==> config.mk <==
export PLATFORM = sky130hd
export DESIGN_NAME = abro_multi_fsm
export DESIGN_NICKNAME = d
export VERILOG_FILES = /design/src/rtl/abro_multi_fsm.sv
export SDC_FILE = /design/constraint.sdc
export NUM_CORES = 1
export LEC_CHECK = 0
export ABC_AREA = 0
export BUFFER_PORTS_ARGS = -buffer_cell sky130_fd_sc_hd__buf_2
export CAP_MARGIN = 5
export CORE_UTILIZATION = 45
export DETAILED_ROUTE_END_ITERATION = 8
export PLACE_DENSITY = 0.79
export SETUP_SLACK_MARGIN = 0.4
export SYNTH_ARGS = -nofsm -noshare
export SYNTH_HDL_FRONTEND = slang
export SYNTH_SLANG_ARGS = --single-unit
==> constraint.sdc <==
create_clock -name clk -period 2.4 [get_ports clk]
set_input_delay 0.12 -clock clk [delete_from_list [all_inputs] [get_ports clk]]
set_output_delay 0.12 -clock clk [all_outputs]
set_load 0.1 [all_outputs]
==> src/rtl/abro_multi_fsm.sv <==
// abro_multi_fsm: parametrised ABRO controller. Collects each of N_EVENTS
// inputs at least once, in any order, then fires o. Optional one-cycle pulse
// output, optional collection timeout, and a wrapping count of completed rounds.
module abro_multi_fsm #(
  parameter int N_EVENTS  = 3,
  parameter int PULSE_OUT = 0,
  parameter int TIMEOUT   = 0,
  parameter int CNT_W     = 8
) (
  input  logic                clk,
  input  logic                reset,
  input  logic [N_EVENTS-1:0] ev,
  input  logic                r,
  output logic                o,
  output logic [1:0]          state,
  output logic [N_EVENTS-1:0] seen,
  output logic                timeout,
  output logic [CNT_W-1:0]    fire_count
);

  // Timer only needs to count up to TIMEOUT; keep at least one bit when disabled.
  localparam int TMR_W = (TIMEOUT > 1) ? $clog2(TIMEOUT + 1) : 1;
  localparam logic [TMR_W-1:0]    TMR_LAST = TMR_W'(TIMEOUT);
  localparam logic [N_EVENTS-1:0] ALL      = '1;

  typedef enum logic [1:0] {
    S_IDLE    = 2'd0,
    S_COLLECT = 2'd1,
    S_FIRE    = 2'd2,
    S_HOLD    = 2'd3
  } state_e;

  state_e              state_q, state_d;
  logic [N_EVENTS-1:0] seen_q, seen_d;
  logic [TMR_W-1:0]    timer_q, timer_d;
  logic [CNT_W-1:0]    cnt_q, cnt_d;
  logic                o_q, o_d;
  logic                timeout_q, timeout_d;
  logic [N_EVENTS-1:0] nxt;
  logic [TMR_W-1:0]    timer_inc;

  assign nxt       = seen_q | ev;
  assign timer_inc = timer_q + 1'b1;

  // Next-state logic: restart > completion > timeout > accumulation.
  always_comb begin
    // NOTE: every target gets a default first so no path leaves a latch behind.
    state_d   = state_q;
    seen_d    = seen_q;
    timer_d   = timer_q;
    cnt_d     = cnt_q;
    timeout_d = 1'b0;

    if (r) begin
      state_d = S_IDLE;
      seen_d  = '0;
      timer_d = '0;
    end else begin
      unique case (state_q)
        S_IDLE: begin
          if (nxt == ALL) begin
            state_d = S_FIRE;
            seen_d  = ALL;
            cnt_d   = cnt_q + 1'b1;
          end else if (ev != '0) begin
            state_d = S_COLLECT;
            seen_d  = ev;
            timer_d = '0;
          end
        end
        S_COLLECT: begin
          seen_d = nxt;
          if (nxt == ALL) begin
            // Completion wins over a timeout expiring on the same edge.
            state_d = S_FIRE;
            seen_d  = ALL;
            cnt_d   = cnt_q + 1'b1;
          end else if (TIMEOUT != 0) begin
            timer_d = timer_inc;
            if (timer_inc == TMR_LAST) begin
              state_d   = S_IDLE;
              seen_d    = '0;
              timer_d   = '0;
              timeout_d = 1'b1;
            end
          end
        end
        S_FIRE: begin
          if (PULSE_OUT != 0) state_d = S_HOLD;
        end
        S_HOLD: begin
          // Round finished; ev ignored until restart.
        end
        default: begin
          state_d = S_IDLE;
          seen_d  = '0;
          timer_d = '0;
        end
      endcase
    end

    o_d = (state_d == S_FIRE);
  end

  // State and registered outputs; asynchronous reset clears everything.
  always_ff @(posedge clk or posedge reset) begin
    if (reset) begin
      state_q   <= S_IDLE;
      seen_q    <= '0;
      timer_q   <= '0;
      cnt_q     <= '0;
      o_q       <= 1'b0;
      timeout_q <= 1'b0;
    end else begin
      // NOTE: non-blocking updates so every flop samples pre-edge values.
      state_q   <= state_d;
      seen_q    <= seen_d;
      timer_q   <= timer_d;
      cnt_q     <= cnt_d;
      o_q       <= o_d;
      timeout_q <= timeout_d;
    end
  end

  assign o          = o_q;
  assign state      = state_q;
  assign seen       = seen_q;
  assign timeout    = timeout_q;
  assign fire_count = cnt_q;

endmodule
; ---- Word-level counts from Yosys, hierarchy flattened
; Index checks and enable logic that the tools add are counted.
[word_totals]
input_bits = 6
regBits = 14
output_inout_bits = 15
wordCells = 27
[classes]
eq_ne = 4
n_reduce_logical = 6
bitwise_logic = 2
n_mux = 10
n_addsub = 1
[op_table]
columns = cell, n
row1 = 3-bit 2-to-1 mux, 4
row2 = 8-bit by 1-bit adder with 8-bit output (second input constant), 1
row3 = 2-bit 2-to-1 mux, 4
row4 = 3-bit one-hot mux with 2 select lines, 1
row5 = 3-bit nonzero test, 2
row6 = 4-bit != test (second input constant), 1
row7 = 2-bit one-hot mux with 2 select lines, 1
row8 = 3-bit == test (second input constant), 1
row9 = 3-bit bitwise OR, 1
row10 = 3-bit AND reduction, 1
row11 = 2-bit by 1-bit == test with 1-bit output (second input constant), 1
row12 = 2-bit == test (second input constant), 1
row13 = 2-bit zero test, 1
row14 = 2-bit AND reduction, 1
row15 = 2-bit OR reduction, 1
row16 = 1-bit inverter, 1

; ---- Depth between registers and ports, before layout
; Gate-level depths: netlist of run 1.
[logic_depth]
ltp_word = 6
depth_mapped = 4
depth_no_buf = 4

; ---- Worst setup path before layout of run 1
; No wires, ideal clock.
[synth_timing]
kind = reg2reg
from = register seen_q[1] (netlist: seen[1])
to = register cnt_q[1] (netlist: fire_count[1])
period_less_slack_ns = 2.092
path_stages_with_launch = 4
required_time_ns = 2.274
arrival_time_ns = 1.966
slack_ns = 0.308
path_cell_list = dfrtp_1 -> o22ai_2 -> nor4_4 -> mux2_2
[synth_between]
elab_chain_cells = 3
[synth_rtl]
columns = element, line_no
row1 = from (decl), 34  ; logic [N_EVENTS-1:0] seen_q, seen_d;
row2 = from (signal assigned), 117  ; seen_q <= seen_d;
row3 = 3-bit bitwise OR, 42  ; assign nxt = seen_q | ev;
row4 = 3-bit == test, "61, 73"
row5 = 3-bit AND reduction (no line), -
row6 = to (signal assigned), 119  ; cnt_q <= cnt_d;
row7 = to (decl), 36  ; logic [CNT_W-1:0] cnt_q, cnt_d;
; No other way between the ends.
; A chain may end at the register's enable or synchronous reset.

; ---- Final worst setup path of run 1
[layout_timing]
from = register state_q[0] (netlist: state[0])
to = register seen_q[1] (netlist: seen[1])
[layout_between]
elab_chain_cells = 3
word_cells_on_any_way = 7
cone_classes = eq/ne (2) / mux (2) / reduce/logical (3)
[layout_rtl]
columns = element, line_no
row1 = from (decl), 33  ; state_e state_q, state_d;
row2 = from (signal assigned), 116  ; state_q <= state_d;
row3 = 2-bit by 1-bit == test with 1-bit output or 2-bit zero test (tied branches), 59  ; unique case (state_q)
row4 = 3-bit one-hot mux with 2 select lines (tied with other cells), 59
row5 = 3-bit 2-to-1 mux or 2-bit AND reduction (tied branches), -
; Several ways; a longest one is shown, not always the timed one.

==> results of run 1 <==
==> logic make-up (layout without fill, tap and decap cells) <==
kind of cell	count (synthesis)	after routing	synth area share (%)
XOR/XNOR	7	7	8.99
AND/OR/NAND/NOR	22	22	21.5
flip-flops	14	14	51.4
adder cells (fa/ha/maj)	1	1	1.83
buffers and inverters	4	26	2.94
AO/OA/AOI/OAI	10	10	9.72
multiplexers	2	2	3.12
other	1	1	0.550
==> metal layers <==
layer	wire [um]	track usage [%]	vias to the layer above
li1	-	-	264
met1	641	26.4	261
met2	635	28.5	18
met3	52	3.26	4
met4	22	12.5	0
met5	0	0	-
==> sequential cells by signal (all words and copies together) (netlist names) <==
register and flops:
o 1, seen 3, state 2, fire_count 8
==> cells in the final DEF (no fill, tap or decap), types with 2 or more instances in the layout <==
| cell type | instances |
|---|---|
| buf_2 | 19 |
| dfrtp_1 | 12 |
| xnor2_1 | 6 |
| a21oi_1 | 4 |
| or4_1 | 3 |
| clkbuf_4 | 3 |
| o21ai_0 | 2 |
| inv_1 | 2 |
| nand2b_1 | 2 |
| a211oi_1 | 2 |
| nand2_1 | 2 |
| nor3_1 | 2 |
| and2_1 | 2 |
| nand3_1 | 2 |
| nand4_1 | 2 |
| dfrtp_2 | 2 |
==> area by class of cell <==
type / count / area, um2
fillers: 108 / 518
multi-input cells: 43 / 312
inverters: 2 / 7.51
flip-flops and latches: 14 / 353
repair buffers: 20 / 105
clock buffers: 4 / 36.3
well taps: 15 / 18.8
==> worst max-delay path by stage <==
stage / start / slack [ns] / to
2_1_floorplan: seen[0] / 0.46 / fire_count[1]
3_3_place_gp: state[0] / 1.01 / seen[1]
3_5_place_dp: state[0] / 0.95 / seen[2]
4_1_cts: state[0] / 0.91 / seen[1]
5_1_grt: state[0] / 0.73 / seen[1]
6_report: state[0] / 0.87 / seen[1]
==> per-stage QoR <==
stage               power [mW]  cell area [um2]  cells  hold WS, ns  setup WS (ns)
floorplan                0.778              684     61      0.00908          0.459
global placement         0.855              786     93        0.173           1.01
detailed placement       0.869              786     93        0.174          0.949
CTS                       1.04              832     98       0.0885          0.906
global route              1.09              832     98        0.105          0.734
finish                    1.04              832     98       0.0925          0.869
==> power by group through the flow <==
stage | clock [mW] | combinational (mW) | sequential [mW]
CTS | 0.177 | 0.533 | 0.334
detailed placement | 0 | 0.530 | 0.339
global route | 0.185 | 0.556 | 0.345
global placement | 0 | 0.519 | 0.336
floorplan | 0 | 0.107 | 0.671
finish | 0.173 | 0.532 | 0.337
==> timing repair <==
action,in CTS,in global routing
setup buffers,0,0
resized for setup,0,0
hold buffers,1,0
hold endpoints to repair,14,0
==> worst reg2reg max path, cell delays in order, from the launching register on <==
cell	delay, ns
dfrtp_1	0.47
nor4_1	0.45
or4_1	0.17
o21ai_0	0.08
a211oi_1	0.27
==> impl_metrics.csv, run 1 <==
group,metric,value,unit
die,die_area,1670,um2
cells_and_area,num_antenna_cells,0,
route,vias,547,
grt,grtUsageTotal,19.5,%
yosys,async_flop_share,100,%
yosys,ys_warn_count,0,
grt,antenna_found_initial,0,
worst_setup_path,cp_num_buf_inv,0,
clock_network,htree_levels,1,
worst_setup_path,timing.rr.end,"seen[1]",
placed_design,place.gp.congestion,0.888,
worst_setup_path,cp.depth,4,
die,ioPinCount,21,
worst_setup_path,ff2ff_path_depth,4,
timing,rsz0062_at_grt,"false",
die,die_y,40.9,um
clock_network,cts_tree,"yes",
route,drt_wl_total,1350,um
route,antenna_left,0,
pwr,p_switching,0.574,mW
grt,grt_max_degree,15,
grt,grt_pass1_vias,461,
clock_network,cts.path.max_buffers,2,
worst_setup_path,critPathKind,"register to register",
worst_setup_path,crit_arrival,1.72,ns
die,num_rows,13,
pwr,leakagePower,0.400,nW
route,drc,0,
die,dieWidth,40.9,um
route,drt_iter0_markers,18,
pwr,p_sw_share,55.1,%
timing,fin_skew,0.00962,ns
yosys,synth_edf_count,0,
cells_and_area,drive_gt1_share,34.9,%
timing,fmax,0.653,GHz
yosys,synth_area_per_cell,11.2,um2
run,cap_violations,0,
worst_setup_path,path_max_fanout,9,
pwr,ir_worst_vdd,0.848,mV
route,viasPerCell,5.58,
run_status,status,"finished, final reports clean",
timing,period_share,63.8,%
pwr,clkPwrFrac,16.6,%
clock_network,clk_latency,0.29,ns
timing,finalSetupViolCount,0,
worst_setup_path,timing.rr.start,"state[0]",
yosys,synth_seq_cells,14,
worst_setup_path,worst_path_max_delay_cell,"dfrtp_1",
hold_path,worstHoldEndpoint,"state[1]",
yosys,synth_top_area_cell,"dfrtp_1",
die,core,1350,um2
timing,fin_crit,1.53,ns
cells_and_area,utilization,61.6,%
hold_path,worst_hold_path_type,"primary input to register",
timing,drv_slew,0,
yosys,synthDistinctLibCells,29,
timing,max-slew-margin-rel,65.4,%
clock_network,numClockSinks,14,
pwr,seqPwrFrac,32.3,%
yosys,yosys_most_used_dff,"dfrtp_1",
timing,final.setup.tns,0,ns
clock_network,numCtsBuffers,3,
timing,hold_viol,0,
worst_setup_path,worstSetupEndpointType,"register",
cells_and_area,layout.nets,91,
placed_design,dp_hpwl,967,um
worst_setup_path,startpoint_type,"register",
worst_setup_path,cpPeakStageDelay,0.47,ns
yosys,synth_common_cells,"dfrtp_1 (14), xnor2_1 (6), a21oi_1 (4)",
route,wire_per_inst,13.8,um
yosys,synth_most_common_cell,"dfrtp_1",
yosys,netlist_area,682,um2
worst_setup_path,worstPathCellList,"nor4_1 > or4_1 > o21ai_0 > a211oi_1",
yosys,syn_inst,61,
timing,tightestPinTransition,0.519,ns
yosys,yosysTopAreaCellShare,51.4,%
clock_network,root_buffer,"clkbuf_4",
hold_path,min-delay-start,"r",
grt,grt_pass1_wl,2060,um
yosys,synthTopCellsByArea,"dfrtp_1 (51%), xnor2_1 (7.7%), or4_1 (3.3%), nor4_4 (3.1%), a21oi_1 (2.9%)",
pwr,power.internal,0.468,mW
worst_setup_path,cp_top_family,"simple AND/OR/NAND/NOR gates",
placed_design,numPortBuffers,19,
cells_and_area,areaGrowthSynthToFinish,22.0,%
worst_setup_path,regToRegSetupSlack,0.87,ns
clock_network,path_clk_slew,0.09,ns
hold_path,min_path_cells,2,
die,start_util,50.5,%
yosys,syn-num-nets,68,
route,dr.pass1.iters,4,
worst_setup_path,required,2.59,ns
yosys,ys_seq_area_share,51.4,%
pwr,powerDensity,1250,nW/um2
grt,grt_overflow,0,
pwr,combPwrFrac,51.1,%
(Power assumes the default switching activity.)
==> run 2, diff against run 1 <==
Settings changed: CORE_UTILIZATION 45 to 43.
Clock period 2.4 ns to 1.3 ns, I/O delays scaled along.
==> impl_metrics.csv, run 2 (same netlist as run 1, synthesis figures left out) <==
group,metric,value,unit
clock_network,numClockSinks,14,
cells_and_area,areaGrowthSynthToFinish,86.6,%
hold_path,min_path_cells,2,
timing,hold_viol,0,
placed_design,place.gp.congestion,0.792,
clock_network,htree_levels,1,
die,core,1490,um2
pwr,leakagePower,0.524,nW
run_status,violations,"negative setup slack",
pwr,p_switching,1.15,mW
worst_setup_path,path_max_fanout,5,
worst_setup_path,worstSetupEndpointType,"register",
timing,period_share,105,%
grt,grt_pass1_wl,2920,um
route,dr.pass1.iters,2,
pwr,powerDensity,1860,nW/um2
clock_network,root_buffer,"clkbuf_4",
pwr,clkPwrFrac,10.5,%
pwr,ir_worst_vdd,2.23,mV
timing,drv_slew,0,
die,ioPinCount,21,
die,die_area,1750,um2
timing,fin_crit,1.36,ns
timing,fin_ws,-0.0617,ns
grt,grt_overflow,0,
route,wire_per_inst,15.3,um
grt,grt_max_degree,15,
die,num_rows,14,
clock_network,path_clk_slew,0.08,ns
pwr,p_sw_share,48.8,%
run,cap_violations,0,
timing,rsz0062_at_grt,"true",
route,vias,613,
route,drc,0,
clock_network,cts_tree,"yes",
grt,antenna_found_initial,0,
cells_and_area,num_antenna_cells,0,
cells_and_area,layout_commonest_cell,"buf_12",
cells_and_area,mostFrequentLayoutCells,"buf_12 (14), buf_4 (10), dfrtp_2 (9), buf_6 (7), xnor2_1 (6)",
placed_design,dpl-instance-area,921,um2
route,drt_wl_total,1760,um
run_status,status,"finished with violations",
pwr,power.internal,1.21,mW
cells_and_area,largest_reg_flops,8,
grt,grt_pass1_vias,633,
die,die_y,41.8,um
placed_design,dp_hpwl,1090,um
pwr,combPwrFrac,60.4,%
placed_design,numPortBuffers,19,
die,start_util,45.8,%
worst_setup_path,ff2ff_path_depth,3,
cells_and_area,final_area,1270,um2
die,dieWidth,41.8,um
grt,grtUsageTotal,22.6,%
timing,fin_skew,0.00268,ns
hold_path,worst_hold_path_type,"primary input to register",
timing,finalSetupViolCount,6,
worst_setup_path,required,1.47,ns
cells_and_area,layout.nets,108,
pwr,seqPwrFrac,29.1,%
pwr,p_total,2.36,mW
cells_and_area,drive_gt1_share,65.7,%
worst_setup_path,critPathKind,"register to register",
worst_setup_path,startpoint,"state[1]",
worst_setup_path,regToRegSetupSlack,-0.06,ns
timing,fmax,0.734,GHz
hold_path,min-delay-start,"r",
worst_setup_path,crit_arrival,1.53,ns
clock_network,numCtsBuffers,3,
route,drt_iter0_markers,6,
route,viasPerCell,5.33,
route,antenna_left,0,
worst_setup_path,timing.rr.start,"state[1]",
clock_network,clk_latency,0.28,ns
clock_network,cts.path.max_buffers,2,
worst_setup_path,startpoint_type,"register",
run 2: per-layer routing:
layer	part of all wire [%]	track usage (%)	vias to the layer above
met3	3.8	5.22	4
met4	1.0	11.0	0
li1	-	-	298
met2	53	38.8	17
met5	0	0	-
met1	42	26.4	294
run 2: worst max-delay path, cell delays in order, from the launching register on:
cell and delay (ns):
dfrtp_4 0.51, or4_1 0.54, o21ai_1 0.11, a211oi_1 0.09
run 2: cell type report:
class / count / area (um2)
Sequential cell: 14 / 380
Multi-Input combinational cell: 43 / 369
Inverter: 2 / 11.3
Tap cell: 16 / 20.0
Fill cell: 83 / 216
Timing Repair Buffer: 37 / 469
Clock buffer: 3 / 22.5
run 2: final timing paths:
path | end
setup / recovery | seen[2]
hold / removal | o
setup reg to reg | seen[2]
hold reg to reg | fire_count[3]
max in group asynchronous | state[1]
min in group asynchronous | fire_count[1]
run 2: repair_timing:
item / in CTS / in global routing
endpoints found under the hold margin: 14 / 0
setup endpoints to repair: 28 / 30
buffers inserted: 9 / 2
hold buffers: 1 / 0
pin swaps: 3 / 4
gates resized for setup: 56 / 6
run 2: power by group through the flow:
stage | Sequential (mW) | Combinational, mW | Clock [mW]
floorplan | 1.28 | 0.221 | 0
global placement | 0.643 | 1.05 | 0
detailed placement | 0.651 | 1.07 | 0
CTS | 0.683 | 1.39 | 0.250
global route | 0.702 | 1.48 | 0.273
finish | 0.687 | 1.43 | 0.248
run 2: per-stage QoR:
stage | utilization [%] | setup TNS (ns) | instances | worst slack [ns] | hold WS, ns
finish | 85.5 | -0.162 | 115 | -0.0617 | 0.0558
detailed placement | 61.8 | -0.214 | 100 | -0.0688 | 0.133
global placement | 61.8 | -0.0543 | 100 | -0.0401 | 0.129
floorplan | - | -2.03 | 61 | -0.246 | -0.0463
global route | 85.5 | -0.719 | 115 | -0.125 | 0.0756
CTS | 82.9 | -0.168 | 113 | -0.0515 | 0.0552
